## src/rtl/bp_accel_pkg.sv

```systemverilog
// Shared definitions for the accelerator job scheduler: CSR map, job descriptor, FSM states.
package bp_accel_pkg;

  localparam logic [11:0] csr_off_a       = 12'h000;
  localparam logic [11:0] csr_off_b       = 12'h040;
  localparam logic [11:0] csr_off_len     = 12'h080;
  localparam logic [11:0] csr_off_start   = 12'h0C0;
  localparam logic [11:0] csr_off_status  = 12'h100;
  localparam logic [11:0] csr_off_res_ptr = 12'h140;

  // Pointers are held already zero-extended to the 64-bit CSR data width.
  typedef struct packed {
    logic [63:0] a_ptr;
    logic [63:0] b_ptr;
    logic [63:0] res_ptr;
    logic [3:0]  len;
  } job_desc_t;

  typedef enum logic [3:0] {
    S_IDLE,
    S_GRANT,
    S_CHECK,
    S_WR_A,
    S_WR_B,
    S_WR_LEN,
    S_WR_RES,
    S_WR_START,
    S_POLL,
    S_COMPLETE
  } sched_state_e;

  function automatic int id_width(input int n);
    return (n > 1) ? $clog2(n) : 1;
  endfunction

endpackage

```

## src/rtl/bp_accel_rr_arb.sv

```systemverilog
// Round-robin arbiter: combinational grant searching from a registered pointer that
// moves one past the winner whenever the grant is taken.
module bp_accel_rr_arb
  import bp_accel_pkg::*;
#(
  parameter int num_req_p = 2
) (
  input  logic                               clk_i,
  input  logic                               reset_n_i,
  input  logic [num_req_p-1:0]               req_i,
  input  logic                               advance_i,
  output logic [num_req_p-1:0]               grant_o,
  output logic [id_width(num_req_p)-1:0]     grant_id_o,
  output logic                               grant_v_o
);

  localparam int id_w = id_width(num_req_p);

  logic [id_w-1:0] ptr_q;
  logic [id_w-1:0] idx;

  always_comb begin
    grant_o    = '0;
    grant_id_o = '0;
    grant_v_o  = 1'b0;
    idx        = '0;
    for (int i = 0; i < num_req_p; i++) begin
      idx = id_w'((int'(ptr_q) + i) % num_req_p);
      if (!grant_v_o && req_i[idx]) begin
        grant_v_o    = 1'b1;
        grant_o[idx] = 1'b1;
        grant_id_o   = idx;
      end
    end
  end

  always_ff @(posedge clk_i) begin
    if (!reset_n_i) begin
      ptr_q <= '0;
    end else if (advance_i && grant_v_o) begin
      ptr_q <= id_w'((int'(grant_id_o) + 1) % num_req_p);
    end
  end

endmodule

```

## src/rtl/bp_accel_job_scheduler.sv

```systemverilog
// Shares one dot-product accelerator among requesters: arbitrate, program CSRs,
// start, poll STATUS, and hand a completion back to the owning requester.
module bp_accel_job_scheduler
  import bp_accel_pkg::*;
#(
  parameter int                      num_req_p    = 2,
  parameter int                      addr_width_p = 40,
  parameter logic [addr_width_p-1:0] csr_base_p   = '0,
  parameter int                      poll_limit_p = 1024,
  parameter int                      max_len_p    = 8
) (
  input  logic                                clk_i,
  input  logic                                reset_n_i,
  input  logic [num_req_p-1:0]                job_v_i,
  output logic [num_req_p-1:0]                job_ready_o,
  input  logic [num_req_p*addr_width_p-1:0]   job_a_ptr_i,
  input  logic [num_req_p*addr_width_p-1:0]   job_b_ptr_i,
  input  logic [num_req_p*addr_width_p-1:0]   job_res_ptr_i,
  input  logic [num_req_p*4-1:0]              job_len_i,
  output logic                                cmd_v_o,
  output logic                                cmd_wr_o,
  output logic [addr_width_p-1:0]             cmd_addr_o,
  output logic [63:0]                         cmd_data_o,
  input  logic                                cmd_yumi_i,
  input  logic                                resp_v_i,
  input  logic [63:0]                         resp_data_i,
  output logic                                done_v_o,
  output logic [id_width(num_req_p)-1:0]      done_id_o,
  output logic                                done_err_o,
  input  logic                                done_yumi_i
);

  localparam int id_w  = id_width(num_req_p);
  localparam int cnt_w = $clog2(poll_limit_p + 1);

  sched_state_e   state_q, state_d;
  logic           wait_q, wait_d;       // 1 = command accepted, awaiting its response
  logic [cnt_w-1:0] cnt_q, cnt_d, cnt_inc;
  logic           err_q, err_d;
  logic [id_w-1:0] id_q;
  job_desc_t      job_q, sel_job;

  logic [num_req_p-1:0] gnt;
  logic [id_w-1:0]      gnt_id;
  logic                 gnt_v;
  logic                 latch_job;
  logic                 len_bad;
  logic [11:0]          cmd_off;
  logic                 resp_unused;

  bp_accel_rr_arb #(.num_req_p(num_req_p)) u_arb (
    .clk_i      (clk_i),
    .reset_n_i  (reset_n_i),
    .req_i      (job_v_i),
    .advance_i  (latch_job),
    .grant_o    (gnt),
    .grant_id_o (gnt_id),
    .grant_v_o  (gnt_v)
  );

  always_comb begin
    sel_job.a_ptr   = 64'(job_a_ptr_i[gnt_id*addr_width_p +: addr_width_p]);
    sel_job.b_ptr   = 64'(job_b_ptr_i[gnt_id*addr_width_p +: addr_width_p]);
    sel_job.res_ptr = 64'(job_res_ptr_i[gnt_id*addr_width_p +: addr_width_p]);
    sel_job.len     = job_len_i[gnt_id*4 +: 4];
  end

  assign len_bad     = (job_q.len == 4'd0) || (int'(job_q.len) > max_len_p);
  assign cnt_inc     = cnt_q + cnt_w'(1);
  // Only STATUS bit0 carries meaning; the rest of the read data is don't-care.
  assign resp_unused = ^resp_data_i[63:1];

  // NOTE: every output and next-state signal gets a default first, so no path infers a latch.
  always_comb begin
    state_d     = state_q;
    wait_d      = wait_q;
    cnt_d       = cnt_q;
    err_d       = err_q;
    latch_job   = 1'b0;
    job_ready_o = '0;
    cmd_v_o     = 1'b0;
    cmd_wr_o    = 1'b0;
    cmd_addr_o  = '0;
    cmd_data_o  = '0;
    cmd_off     = '0;
    done_v_o    = 1'b0;
    done_id_o   = '0;
    done_err_o  = 1'b0;

    unique case (state_q)
      S_IDLE: if (|job_v_i) state_d = S_GRANT;

      S_GRANT: begin
        if (gnt_v) begin
          job_ready_o = gnt;
          latch_job   = 1'b1;
          state_d     = S_CHECK;
        end else begin
          state_d = S_IDLE;
        end
      end

      S_CHECK: begin
        err_d   = len_bad;
        state_d = len_bad ? S_COMPLETE : S_WR_A;
      end

      S_WR_A, S_WR_B, S_WR_LEN, S_WR_RES, S_WR_START, S_POLL: begin
        if (!wait_q) begin
          cmd_v_o  = 1'b1;
          cmd_wr_o = (state_q != S_POLL);
          case (state_q)
            S_WR_A:     begin cmd_off = csr_off_a;       cmd_data_o = job_q.a_ptr;    end
            S_WR_B:     begin cmd_off = csr_off_b;       cmd_data_o = job_q.b_ptr;    end
            S_WR_LEN:   begin cmd_off = csr_off_len;     cmd_data_o = 64'(job_q.len); end
            S_WR_RES:   begin cmd_off = csr_off_res_ptr; cmd_data_o = job_q.res_ptr;  end
            S_WR_START: begin cmd_off = csr_off_start;   cmd_data_o = 64'd1;          end
            default:          cmd_off = csr_off_status;
          endcase
          cmd_addr_o = csr_base_p + addr_width_p'(cmd_off);
          if (cmd_yumi_i) wait_d = 1'b1;
        end else if (resp_v_i) begin
          wait_d = 1'b0;
          case (state_q)
            S_WR_A:     state_d = S_WR_B;
            S_WR_B:     state_d = S_WR_LEN;
            S_WR_LEN:   state_d = S_WR_RES;
            S_WR_RES:   state_d = S_WR_START;
            S_WR_START: state_d = S_POLL;
            default: begin
              if (resp_data_i[0]) begin
                err_d   = 1'b0;
                state_d = S_COMPLETE;
              end else if (int'(cnt_inc) == poll_limit_p) begin
                cnt_d   = cnt_inc;
                err_d   = 1'b1;
                state_d = S_COMPLETE;
              end else begin
                cnt_d = cnt_inc;
              end
            end
          endcase
        end
      end

      S_COMPLETE: begin
        done_v_o   = 1'b1;
        done_id_o  = id_q;
        done_err_o = err_q;
        if (done_yumi_i) begin
          state_d = S_IDLE;
          cnt_d   = '0;
        end
      end

      default: state_d = S_IDLE;
    endcase
  end

  // NOTE: sequential state uses non-blocking (<=) so every flop samples pre-edge values.
  always_ff @(posedge clk_i) begin
    if (!reset_n_i) begin
      state_q <= S_IDLE;
      wait_q  <= 1'b0;
      cnt_q   <= '0;
      err_q   <= 1'b0;
      id_q    <= '0;
    end else begin
      state_q <= state_d;
      wait_q  <= wait_d;
      cnt_q   <= cnt_d;
      err_q   <= err_d;
      if (latch_job) id_q <= gnt_id;
    end
  end

  // NOTE: the descriptor payload is not reset; it is only read after a grant reloads it.
  always_ff @(posedge clk_i) begin
    if (latch_job) job_q <= sel_job;
  end

endmodule

```

## config.mk

```make
export PLATFORM = sky130hd
export DESIGN_NAME = bp_accel_job_scheduler
export DESIGN_NICKNAME = d
export VERILOG_FILES = /design/src/rtl/bp_accel_pkg.sv /design/src/rtl/bp_accel_rr_arb.sv /design/src/rtl/bp_accel_job_scheduler.sv
export SDC_FILE = /design/constraint.sdc
export NUM_CORES = 1
export LEC_CHECK = 0
export ABC_AREA = 1
export CELL_PAD_IN_SITES_DETAIL_PLACEMENT = 1
export CELL_PAD_IN_SITES_GLOBAL_PLACEMENT = 1
export CORE_ASPECT_RATIO = 1.75
export CORE_UTILIZATION = 28
export DETAILED_ROUTE_END_ITERATION = 8
export HOLD_SLACK_MARGIN = 0.05
export PLACE_DENSITY = 0.85
export SYNTH_ARGS = -nofsm -noshare
export SYNTH_HDL_FRONTEND = slang
export SYNTH_SLANG_ARGS = --single-unit
```

## constraint.sdc

```tcl
create_clock -name clk_i -period 10.57 [get_ports clk_i]
set_clock_uncertainty 0.2 [all_clocks]
set_input_delay 1.057 -clock clk_i [delete_from_list [all_inputs] [get_ports clk_i]]
set_output_delay 1.057 -clock clk_i [all_outputs]
set_load 0.005 [all_outputs]
```

# After elaboration in Yosys (flattened, before gate mapping)
# Cells that the tools add are included.
dict set report op_classes {
  addsub 3
  mul 1
  magnitude_cmp 5
  eq_ne 19
  shifts 4
  mux 56
  bitwise 1
  reduce_logical 16
}
# op count
set op_table {}
lappend op_table {{80-bit by 8-bit indexed part select with 40-bit output} 3}
lappend op_table {{40-bit case mux with 5 select lines} 1}
lappend op_table {{40-bit 2-to-1 mux} 2}
lappend op_table {{11-bit 2-to-1 mux} 5}
lappend op_table {{9-bit case mux with 5 select lines} 1}
lappend op_table {{4-bit case mux with 5 select lines} 2}
lappend op_table {{4-bit 2-to-1 mux} 7}
lappend op_table {{1-bit 2-to-1 mux} 27}
lappend op_table {{11-bit case mux with 2 select lines} 1}
lappend op_table {{9-bit 2-to-1 mux} 2}
lappend op_table {{4-bit by 3-bit equality test with 1-bit output, second input constant} 4}
lappend op_table {{2-bit != test, second input constant} 6}
lappend op_table {{11-bit by 1-bit adder with 11-bit output, second input constant} 1}
lappend op_table {{11-bit equality test, second input constant} 1}
lappend op_table {{2-bit 2-to-1 mux} 5}
lappend op_table {{5-bit AND reduction} 2}
lappend op_table {{4-bit by 2-bit equality test with 1-bit output, second input constant} 2}
lappend op_table {{4-bit equality test, second input constant} 2}
lappend op_table {{4-bit logical NOT} 2}
lappend op_table {{8-bit != test, second input constant} 1}
lappend op_table {{8-bit by 4-bit indexed part select with 4-bit output} 1}
lappend op_table {{6-bit AND reduction} 1}
lappend op_table {{6-bit OR reduction} 1}
lappend op_table {{5-bit OR reduction} 1}
lappend op_table {{16 further kinds} 24}
dict set report totals {
  ff_bits 143
  input_bits 319
  wordCells 115
}

# Longest topological paths before layout
dict set report logic_depth {
  word_depth 9
  ltp_mapped 13
  ltp_nobuf 13
}

# Hierarchy
# Synthesis repeated with hierarchy kept, for this count alone.
dict set report unflattened {
  cells_unflattened 822
  area_unflattened_um2 8062.7
}
# module instances cells_each area_each_um2
set modules_own_cells {}
lappend modules_own_cells {bp_accel_job_scheduler 1 803 7971.4}
lappend modules_own_cells {bp_accel_rr_arb 1 19 91.3}

# Least setup slack after synthesis
# Ideal clock, no wire load.
dict set report synth_path {
  path_type {input -> output}
  from {input job_v_i[1]}
  to {output job_ready_o[0]}
  arrival_time_ns 8.116
  required_ns 9.313
  path_slack_ns 1.197
  path_stages 4
  n_path_buf 0
  cell_sequence {inv_1 > a21oi_1 > inv_1 > nor2_1}
}
dict set report synth_between {
  elab_chain_cells 8
  word_cells_on_any_way 13
  cone_classes {10 x mux; 1 x bitwise; 2 x reduce/logical}
}
# element line_no
set synth_rtl {}
lappend synth_rtl {{from (decl)} bp_accel_job_scheduler.sv:14} ;# input logic [num_req_p-1:0] job_v_i,
lappend synth_rtl {{1-bit 2-to-1 mux (not written as such) (2 in series)} bp_accel_rr_arb.sv:29} ;# if (!grant_v_o && req_i[idx]) begin
lappend synth_rtl {{1-bit 2-to-1 mux} bp_accel_rr_arb.sv:29}
lappend synth_rtl {{1-bit logical NOT} bp_accel_rr_arb.sv:29}
lappend synth_rtl {{1-bit logical AND} bp_accel_rr_arb.sv:29}
lappend synth_rtl {{2-bit 2-to-1 mux or 1-bit 2-to-1 mux (tied branches)} bp_accel_rr_arb.sv:29}
lappend synth_rtl {{2-bit 2-to-1 mux (*)} bp_accel_job_scheduler.sv:94} ;# if (gnt_v) begin
lappend synth_rtl {{2-bit 2-to-1 mux (*)} bp_accel_job_scheduler.sv:90} ;# unique case (state_q)
lappend synth_rtl {{to (decl)} bp_accel_job_scheduler.sv:15} ;# output logic [num_req_p-1:0] job_ready_o,
# Every way passes the cells marked *; elsewhere a longest branch is shown, timed or not. The select of a mux whose other input is x is not followed.

# Worst setup path after layout
dict set report layout_path {
  from {input job_v_i[0]}
  to {output job_ready_o[0]}
}
# The elaborated chain is that of the path after synthesis.

==> key figures <==
Worst setup path
  • Worst path required time: 9.31 ns
  • Worst path arrival time: 3.54 ns
  • CP cell instances: clkdlybuf4s50_1, inv_1, o21ai_4, buf_4, inv_4, nor2_1, clkdlybuf4s50_1
  • Cell family with most CP delay: buffers and inverters
  • Count of buffer and inverter cells on the critical path: 5
  • Crit-path max cell delay: 0.55 ns
  • Critical path type: in2out
  • Most used cell, CP: clkdlybuf4s50_1
  • Kind of end point of the critical path: primary output
  • Crit Path Max Fanout: 64
  • CP max-delay cell: buf_4
  • Crit start category: primary input

STA
  • Hold Vio Cnt, Final: 0
  • RSZ-0062 raised after global routing: false
  • Hold WS: 0.2725 ns
  • Final TNS setup: 0 ns
  • Max Fclk: 0.2082 GHz
  • Final setup fails: 0
  • Slew margin rel.: 38.12%
  • Pins Over Slew Limit: 0
  • Final worst slack: 5.768 ns
  • Fin crit share: 45.43%
  • Min cycle time layout: 4.802 ns
  • Worst slew pin tran: 0.9282 ns

Drt
  • TritonRoute pass-1 iters: 4
  • Iter 0 DRT Violations: 319
  • Drc violations: 0
  • Antenna viol nets, final: 0
  • Wirelength, routed: 27.70 mm
  • Via count: 7663
  • Drt wl/cell: 15.95 um
  • Via density: 4.414

Finish
  • Most common cell after layout, fill and taps aside: nand2_1
  • P&R area growth vs syn: 45.93%
  • Ant diodes: 0
  • Commonest non-fill, non-tap cells in the layout: 568 x nand2_1, 305 x clkdlybuf4s50_1, 124 x edfxtp_1, 66 x inv_1, 61 x conb_1
  • Share of layout cells above drive strength 1: 5.228%
  • Final Core Density: 41.68%
  • Nets: 1665
  • Fillers: 3489

Global routing
  • Total Routing Usage GR: 18.76%
  • Vias in the first global route: 8181
  • Initial antenna violation count: 0
  • Pin count of the biggest net entering global routing: 85
  • GR Overflow Total: 0
  • First-pass GRT wire length: 42.82 mm

Synthesis
  • Count of state elements after synthesis: 143
  • Mean Syn Cell Area: 7.713 sq um
  • Library cells used by synthesis: 34
  • Mapped Cells: 1060
  • YS warnings: 0
  • Cell area after synthesis: 8175 sq um
  • Sequential element share of the synthesized area: 50.20%

Clocking
  • PostCTS Resize Cnt: 0
  • # clock sinks: 143
  • # H-tree levels: 4
  • Clk root buf: clkbuf_16
  • Cts hold-fix bufs: 0
  • CTS Buf Count: 17
  • Clk slew on worst S/H paths: 0.06 ns
  • Max Root-Sink Buffers: 2
  • CTS tree: built
  • Post-CTS Setup Bufs: 0
  • Clk Latency, worst-skew pair: 0.42 ns

Die
  • Die width: 131.2 um
  • Chip Height: 228.0 um
  • Initial Util: 28.56%
  • Core ar.: 28630 sq um
  • Die area: 29910 sq um
  • I/O pin cnt: 430
  • FP Rows: 82

Placed design
  • RePlAce Congestion: 0.8939
  • # port buffers: 305
  • Detailed placement HPWL: 20.98 mm
  • Post-Place Worst Slack: 5.775 ns

Pwr
  • Leak pwr: 5.233 nW
  • Tot Pwr: 2.124 mW
  • Peak supply drop: 0.1128 mV
  • Power per cell area: 178.0 nW/um^2

Flow run
  • Max_cap viols: 0

Min path
  • Worst min path class: reg2reg

Run status
  • Run status: completed
-- path summary, 6_finish.rpt --
kind,from,end,slack (ns),cells past startpoint
worst max-delay path,job_v_i[0],job_ready_o[0],5.77,7
worst min register to register,id_q,id_q,0.27,2
worst max register to register,state_q[0],job_q[80],7.46,6
worst min-delay path,id_q,id_q,0.27,2
-- registers in the layout (all words and copies together) (netlist names) --
register and cells:
cnt_q 11, err_q 1, id_q 1, job_q 124
state_q 4, u_arb.ptr_q 1, wait_q 1
-- power breakdown --
part	internal [mW]	switching [mW]
Sequential	0.767	0.0525
Clock	0.368	0.233
Combinational	0.294	0.409
-- through the flow --
stage / instances / instance area (sq um)
global placement: 1704 / 11350
finish: 1736 / 11930
detailed placement: 1704 / 11350
floorplan: 1120 / 8401
CTS: 1736 / 11930
global route: 1736 / 11930
-- kinds of logic (layout without fill, tap and decap cells) --
| logic type | count (synthesis) | after routing | synth area share [%] |
|---|---|---|---|
| AOI/OAI and AO/OA | 47 | 47 | 3.964 |
| buffers and inverters | 179 | 417 | 11.52 |
| other | 1 | 61 | 0.04587 |
| and+or+nand+nor | 688 | 688 | 34.01 |
| DFF | 143 | 143 | 50.20 |
| adders and majority gates | 1 | 1 | 0.1530 |
| xor gates and xnor gates | 1 | 1 | 0.1072 |
-- worst min-delay path, cell delays in order (launching register included) --
cell,delay (ns)
dfxtp_1,0.31
nand2_1,0.06
a21oi_1,0.05
-- synthesized netlist by cell type --
library cell  count  area share [%]
a211oi_2          8             1.2
a21oi_1          20             1.2
a21oi_2           1            0.11
a221oi_1          2            0.21
a22o_1            2            0.21
a41oi_1           2            0.21
buf_2            12            0.73
buf_4            62             5.7
buf_6             3            0.41
clkbuf_1         30             1.4
clkinv_1          1           0.046
conb_1            1           0.046
dfxtp_1          19             4.7
edfxtp_1        124              46
ha_1              1            0.15
inv_1            67             3.1
inv_2             4            0.18
nand2_1         568              26
nand2_2           3            0.23
nand3_1          46             2.8
nand3_2           4            0.49
nand3b_1          2            0.18
nand4_1           3            0.23
nor2_1           44             2.0
nor2_2            7            0.54
nor2_4            3            0.41
nor2_8            2            0.49
nor3_1            4            0.24
nor3_4            1            0.20
nor4_1            1           0.077
o21a_1            1           0.092
o21ai_0           7            0.43
o21ai_1           4            0.24
xor2_1            1            0.11
-- area by class of cell --
| class | count | area (sq um) | share of cell area (%) |
|---|---|---|---|
| clock buffer | 19 | 432.9 | 3.629 |
| clock inverter | 13 | 145.1 | 1.217 |
| inverter | 72 | 272.8 | 2.286 |
| multi-input combinational | 798 | 3390 | 28.41 |
| sequential | 143 | 4104 | 34.40 |
| tap | 378 | 473.0 | 3.964 |
| timing repair buffer | 313 | 3113 | 26.09 |
-- routing by layer --
| metal | global-route usage (%) | up-vias | wire, um |
|---|---|---|---|
| li1 | - | 3791 | - |
| met1 | 18.59 | 3612 | 10060 |
| met2 | 37.15 | 214 | 15790 |
| met3 | 3.178 | 46 | 921 |
| met4 | 8.566 | 0 | 930 |
| met5 | 0 | - | 0 |
Note: power is estimated with default switching activity, not from simulation.
